**src/rtl/uart_bytes_tx.sv**
```systemverilog
// Multi-byte 8N1 UART transmitter: sends BYTES frames back-to-back, MSB byte first, LSB bit first.
// Line goes low the cycle after accept; start requests are ignored while busy or during the done-pulse cycle.
module uart_bytes_tx #(
    parameter int BYTES   = 5,
    parameter int BPS     = 230400,
    parameter int CLK_FRE = 50_000_000
) (
    input  logic               sys_clk,
    input  logic               sys_rst_n,
    input  logic [BYTES*8-1:0] uart_bytes_data,
    input  logic               uart_bytes_en,
    output logic               uart_bytes_busy,
    output logic               uart_bytes_done,
    output logic               uart_txd
);

    localparam int BAUD_CNT = CLK_FRE / BPS;
    localparam int BAUD_W   = (BAUD_CNT > 1) ? $clog2(BAUD_CNT) : 1;
    localparam int BYTE_W   = $clog2(BYTES + 1);
    localparam int DATA_W   = BYTES * 8;

    localparam logic [BAUD_W-1:0] BAUD_LAST = BAUD_W'(BAUD_CNT - 1);
    localparam logic [BYTE_W-1:0] BYTE_LAST = BYTE_W'(BYTES - 1);

    typedef enum logic [1:0] {
        S_IDLE  = 2'd0,
        S_START = 2'd1,
        S_DATA  = 2'd2,
        S_STOP  = 2'd3
    } state_t;

    state_t              r_state;
    logic [BAUD_W-1:0]   r_baud_cnt;
    logic [2:0]          r_bit_cnt;
    logic [BYTE_W-1:0]   r_byte_cnt;
    logic [DATA_W-1:0]   r_shift;
    logic                r_txd;
    logic                r_busy;
    logic                r_done;

    state_t              w_state_nxt;
    logic [BAUD_W-1:0]   w_baud_nxt;
    logic [2:0]          w_bit_nxt;
    logic [BYTE_W-1:0]   w_byte_nxt;
    logic [DATA_W-1:0]   w_shift_nxt;
    logic [7:0]          w_cur_byte;
    logic                w_txd_nxt;
    logic                w_busy_nxt;
    logic                w_done_nxt;
    logic                w_baud_wrap;
    logic                w_accept;

    assign w_baud_wrap = (r_baud_cnt == BAUD_LAST);
    // The done-pulse cycle is not an accept slot, so a held en restarts one cycle later.
    assign w_accept    = (r_state == S_IDLE) && uart_bytes_en && !r_done;

    always_ff @(posedge sys_clk) begin
        if (!sys_rst_n) begin
            r_state    <= S_IDLE;
            r_baud_cnt <= '0;
            r_bit_cnt  <= '0;
            r_byte_cnt <= '0;
            r_shift    <= '0;
            r_txd      <= 1'b1;
            r_busy     <= 1'b0;
            r_done     <= 1'b0;
        end else begin
            r_state    <= w_state_nxt;
            r_baud_cnt <= w_baud_nxt;
            r_bit_cnt  <= w_bit_nxt;
            r_byte_cnt <= w_byte_nxt;
            r_shift    <= w_shift_nxt;
            r_txd      <= w_txd_nxt;
            r_busy     <= w_busy_nxt;
            r_done     <= w_done_nxt;
        end
    end

    always_comb begin
        w_state_nxt = r_state;
        w_baud_nxt  = r_baud_cnt;
        w_bit_nxt   = r_bit_cnt;
        w_byte_nxt  = r_byte_cnt;
        w_shift_nxt = r_shift;
        case (r_state)
            S_IDLE: begin
                if (w_accept) begin
                    w_state_nxt = S_START;
                    w_baud_nxt  = '0;
                    w_bit_nxt   = '0;
                    w_byte_nxt  = '0;
                    w_shift_nxt = uart_bytes_data;
                end
            end
            S_START: begin
                if (w_baud_wrap) begin
                    w_state_nxt = S_DATA;
                    w_baud_nxt  = '0;
                    w_bit_nxt   = '0;
                end else begin
                    w_baud_nxt  = r_baud_cnt + BAUD_W'(1);
                end
            end
            S_DATA: begin
                if (w_baud_wrap) begin
                    w_baud_nxt = '0;
                    if (r_bit_cnt == 3'd7) begin
                        w_state_nxt = S_STOP;
                        w_bit_nxt   = '0;
                    end else begin
                        w_bit_nxt   = r_bit_cnt + 3'd1;
                    end
                end else begin
                    w_baud_nxt = r_baud_cnt + BAUD_W'(1);
                end
            end
            S_STOP: begin
                if (w_baud_wrap) begin
                    w_baud_nxt = '0;
                    if (r_byte_cnt == BYTE_LAST) begin
                        w_state_nxt = S_IDLE;
                    end else begin
                        w_state_nxt = S_START;
                        w_byte_nxt  = r_byte_cnt + BYTE_W'(1);
                        w_shift_nxt = r_shift << 8;
                    end
                end else begin
                    w_baud_nxt = r_baud_cnt + BAUD_W'(1);
                end
            end
            default: begin
                w_state_nxt = S_IDLE;
            end
        endcase
    end

    // Outputs are computed from next-state values so the registered line tracks the state exactly.
    always_comb begin
        w_cur_byte = w_shift_nxt[DATA_W-1 -: 8];
        w_txd_nxt  = 1'b1;
        case (w_state_nxt)
            S_START: w_txd_nxt = 1'b0;
            S_DATA:  w_txd_nxt = w_cur_byte[w_bit_nxt];
            default: w_txd_nxt = 1'b1;
        endcase
        w_busy_nxt = (w_state_nxt != S_IDLE);
        w_done_nxt = (r_state == S_STOP) && (w_state_nxt == S_IDLE);
    end

    assign uart_txd        = r_txd;
    assign uart_bytes_busy = r_busy;
    assign uart_bytes_done = r_done;

endmodule

```
**config.mk**
```make
export PLATFORM = sky130hd
export DESIGN_NAME = uart_bytes_tx
export DESIGN_NICKNAME = d
export VERILOG_FILES = /design/src/rtl/uart_bytes_tx.sv
export SDC_FILE = /design/constraint.sdc
export NUM_CORES = 1
export LEC_CHECK = 0
export ABC_AREA = 1
export CORE_ASPECT_RATIO = 0.8
export CORE_MARGIN = 3
export CORE_UTILIZATION = 38
export CTS_CLUSTER_SIZE = 40
export DETAILED_ROUTE_END_ITERATION = 8
export MAX_ROUTING_LAYER = met4
export PLACE_DENSITY_LB_ADDON = 0.08
export SYNTH_ARGS = -nofsm -noshare
export SYNTH_HDL_FRONTEND = slang
export SYNTH_SLANG_ARGS = --single-unit
```
**constraint.sdc**
```tcl
create_clock -name sys_clk -period 5.84 [get_ports sys_clk]
set_input_delay 0.876 -clock sys_clk [delete_from_list [all_inputs] [get_ports sys_clk]]
set_output_delay 0.876 -clock sys_clk [all_outputs]
set_load 0.02 [all_outputs]
```
==> impl_metrics.csv <==
group,metric,value,unit
floorplanning,die_y,84.2,um
route,wire_per_inst,13.2,um
critical_path,max_stage_delay,0.63,ns
critical_path,critPathLaunchType,"flip-flop",
sta,worst_slew_pin_slew,0.732,ns
clock_tree,cts_root_buf,"clkbuf_8",
logic_synthesis,synthMostInstantiatedCell,"nand2_1",
cells_and_area,final_util,0.498,
logic_synthesis,ys_warn_count,0,
cells_and_area,area_growth,22.6,%
route,drt_iter0_markers,130,
sta,whs,0.467,ns
sta,period_share,0.515,
cells_and_area,antenna_cells,0,
critical_path,r2r-start,"r_state[0]",
power_and_ir_drop,finalPower,0.000909,W
route,dr_total_vias,2675,
floorplanning,placementRows,27,
global_routing,grt_pass1_vias,2615,
clock_tree,postCtsSetupBuffers,0,
sta,finClkSkew,0.00349,ns
clock_tree,htree_levels,3,
route,drc,0,
critical_path,arrival,3.26,ns
route,firstDrtPassIters,4,
global_routing,grt_max_degree,57,
route,drt_wl_total,7020,um
global_routing,grt-ovfl-total,0,
logic_synthesis,synth-seq-cells,59,
global_routing,grt_pass1_wl,12300,um
cells_and_area,drive_gt1_frac,0.0651,
critical_path,crit_path_frequent_cell,"nand2_1",
route,vias_per_cell,5.04,
sta,finalHoldViolCount,0,
outcome,outcome,"finished clean",
worst_hold_path,hp-start,"r_shift[2]",
critical_path,crit_chain,"ha_1 -> o21ai_1 -> a21oi_4 -> nand2_4 -> nor2_8 -> nand2_1 -> inv_2 -> nand2_1 -> a21oi_1",
sta,timing.fmax,0.332,GHz
logic_synthesis,async_flop_share,0,
worst_hold_path,hold_end,"r_shift[2]",
power_and_ir_drop,p_leak,1.37,nW
clock_tree,cts_tree,"yes",
power_and_ir_drop,vdd_drop_max,0.000117,V
critical_path,r2r_slack,2.83,ns
logic_synthesis,synth_seq_area_share,0.406,
global_routing,grt_antenna_before_repair,0,
critical_path,cp_slowest_cell,"ha_1",
clock_tree,clk_pin_slew,0.06,ns
power_and_ir_drop,p_per_area,255,nW/um^2
clock_tree,cts_hold_buf,0,
logic_synthesis,synth.distinct_cells,33,
placed_design,place_congestion,0.815,
critical_path,worst_r2r_path_depth,9,
logic_synthesis,syn_avg_cell_area,7.51,sq um
critical_path,r2r_end,"r_shift[25]",
logic_synthesis,synth-edff-count,0,
logic_synthesis,syn_nets,441,
critical_path,critPathRequiredTime,6.09,ns
clock_tree,cts_resized,0,
placed_design,io_buffers,45,
logic_synthesis,synthTopCellsByCount,"nand2_1, dfxtp_1, a21oi_1",
critical_path,crit_fanout,37,
floorplanning,die_w,104,um
clock_tree,clk_latency,0.33,ns
placed_design,place_hpwl,4850,um
floorplanning,boundaryPins,46,
sta,setup_viol,0,
cells_and_area,nNetsFinal,480,
clock_tree,cts_made_buffers,9,
worst_hold_path,hold_path_class,"reg2reg",
sta,rsz0062_at_grt,"no",
clock_tree,clock_sinks,59,
logic_synthesis,ys_dominant_reg_cell,"dfxtp_1",
route,postRouteAntennaNets,0,
sta,period_needed,3.01,ns
logic_synthesis,syn_area,2910,sq um
logic_synthesis,synth_top_area_frac,0.406,
worst_hold_path,worstHoldPathCells,2,
critical_path,worstSetupPathType,"reg2reg",
floorplanning,start_util,0.406,
logic_synthesis,synthCells,387,
clock_tree,cts_buffer_depth,2,
sta,maxSlewHeadroom,0.512,
sta,fin_setup_tns,0,ns
job,max-cap-violations,0,
logic_synthesis,synthTopCellsByArea,"dfxtp_1, nand2_1, a21oi_1, a32oi_1, ha_1",
floorplanning,core-area,7160,sq um
global_routing,grt_use_total,0.175,
floorplanning,dieArea,8740,sq um
sta,drv_slew,0,
critical_path,crit_path_end_kind,"flip-flop",
logic_synthesis,yosys.area.top_type,"dfxtp_1",
## routing by layer
layer  global-route usage  share of wire  vias to the layer above  routed length [um]
li1                     -              -                     1401                   -
met1                0.242           0.53                     1208                3730
met2                0.251           0.42                       62                2910
met3               0.0553          0.050                        4                 348
met4               0.0386         0.0038                        0                  27
met5                    -              0                        -                   0
## report_power, final
part | internal (W) | total [W] | switching (W)
registers | 0.000421 | 0.000431 | 0.0000103
logic | 0.0000561 | 0.000142 | 0.0000860
clock network | 0.000185 | 0.000335 | 0.000150
## worst max-delay path, delay by kind of cell, from the launching register on
family	cells	cell delay, ns
AOI/OAI and AO/OA	3	0.56
adders and majority gates	1	0.63
DFF	1	0.43
and+or+nand+nor	4	0.88
buffers and inverters	1	0.41
## cell type report
type	instances	area, sq um
fillers	759	3600
repair buffers	46	458
flip-flops and latches	59	1180
well taps	101	126
clock inverters	2	10.0
inverters	31	116
clock buffers	13	169
multi-input cells	279	1500
## worst max-delay path by stage
stage / slack [ns] / cells past startpoint / end / startpoint
2_1_floorplan: 3.82 / 7 / r_shift[23] / uart_bytes_en
6_report: 2.83 / 9 / r_shift[25] / r_state[0]
3_3_place_gp: 2.62 / 9 / r_shift[27] / uart_bytes_en
3_5_place_dp: 2.54 / 9 / r_shift[25] / uart_bytes_en
5_1_grt: 2.56 / 9 / r_shift[28] / r_state[0]
4_1_cts: 2.85 / 9 / r_shift[25] / r_state[0]
## flip-flops by register name (all words and copies together), names as in the netlist
name and cells:
uart_bytes_done 1, r_shift 40, r_baud_cnt 8, r_bit_cnt 3, r_state 2, uart_bytes_busy 1
r_byte_cnt 3, uart_txd 1
## kinds of logic after synthesis
kind of cell             after synthesis  share of synthesized area
buffers and inverters                 49                     0.0766
flip-flops                            59                      0.406
adder cells (fa/ha/maj)               11                     0.0473
XOR/XNOR                               2                    0.00603
AND/OR/NAND/NOR                      169                      0.253
AO/OA/AOI/OAI                         97                      0.211
## cell usage in the layout (no fill, tap or decap), types with 3 or more instances in the layout
cell type,netlist,final
ha_1,11,11
o21bai_1,3,3
a211oi_1,3,3
inv_1,26,26
a32oi_1,24,24
nand4_1,8,8
inv_2,3,3
nand2_1,115,115
nor2_1,17,17
o21ai_0,7,7
clkdlybuf4s50_1,0,45
clkbuf_8,0,12
a21oi_1,53,53
nand3_1,18,18
dfxtp_1,59,59
## metrics by stage
step	setup slack (ns)	area [sq um]	std cells
global route	2.56	3560	531
detailed placement	2.54	3390	516
global placement	2.62	3390	516
finish	2.83	3560	531
CTS	2.85	3560	531
floorplan	3.82	2910	387
(Power assumes the default switching activity.)
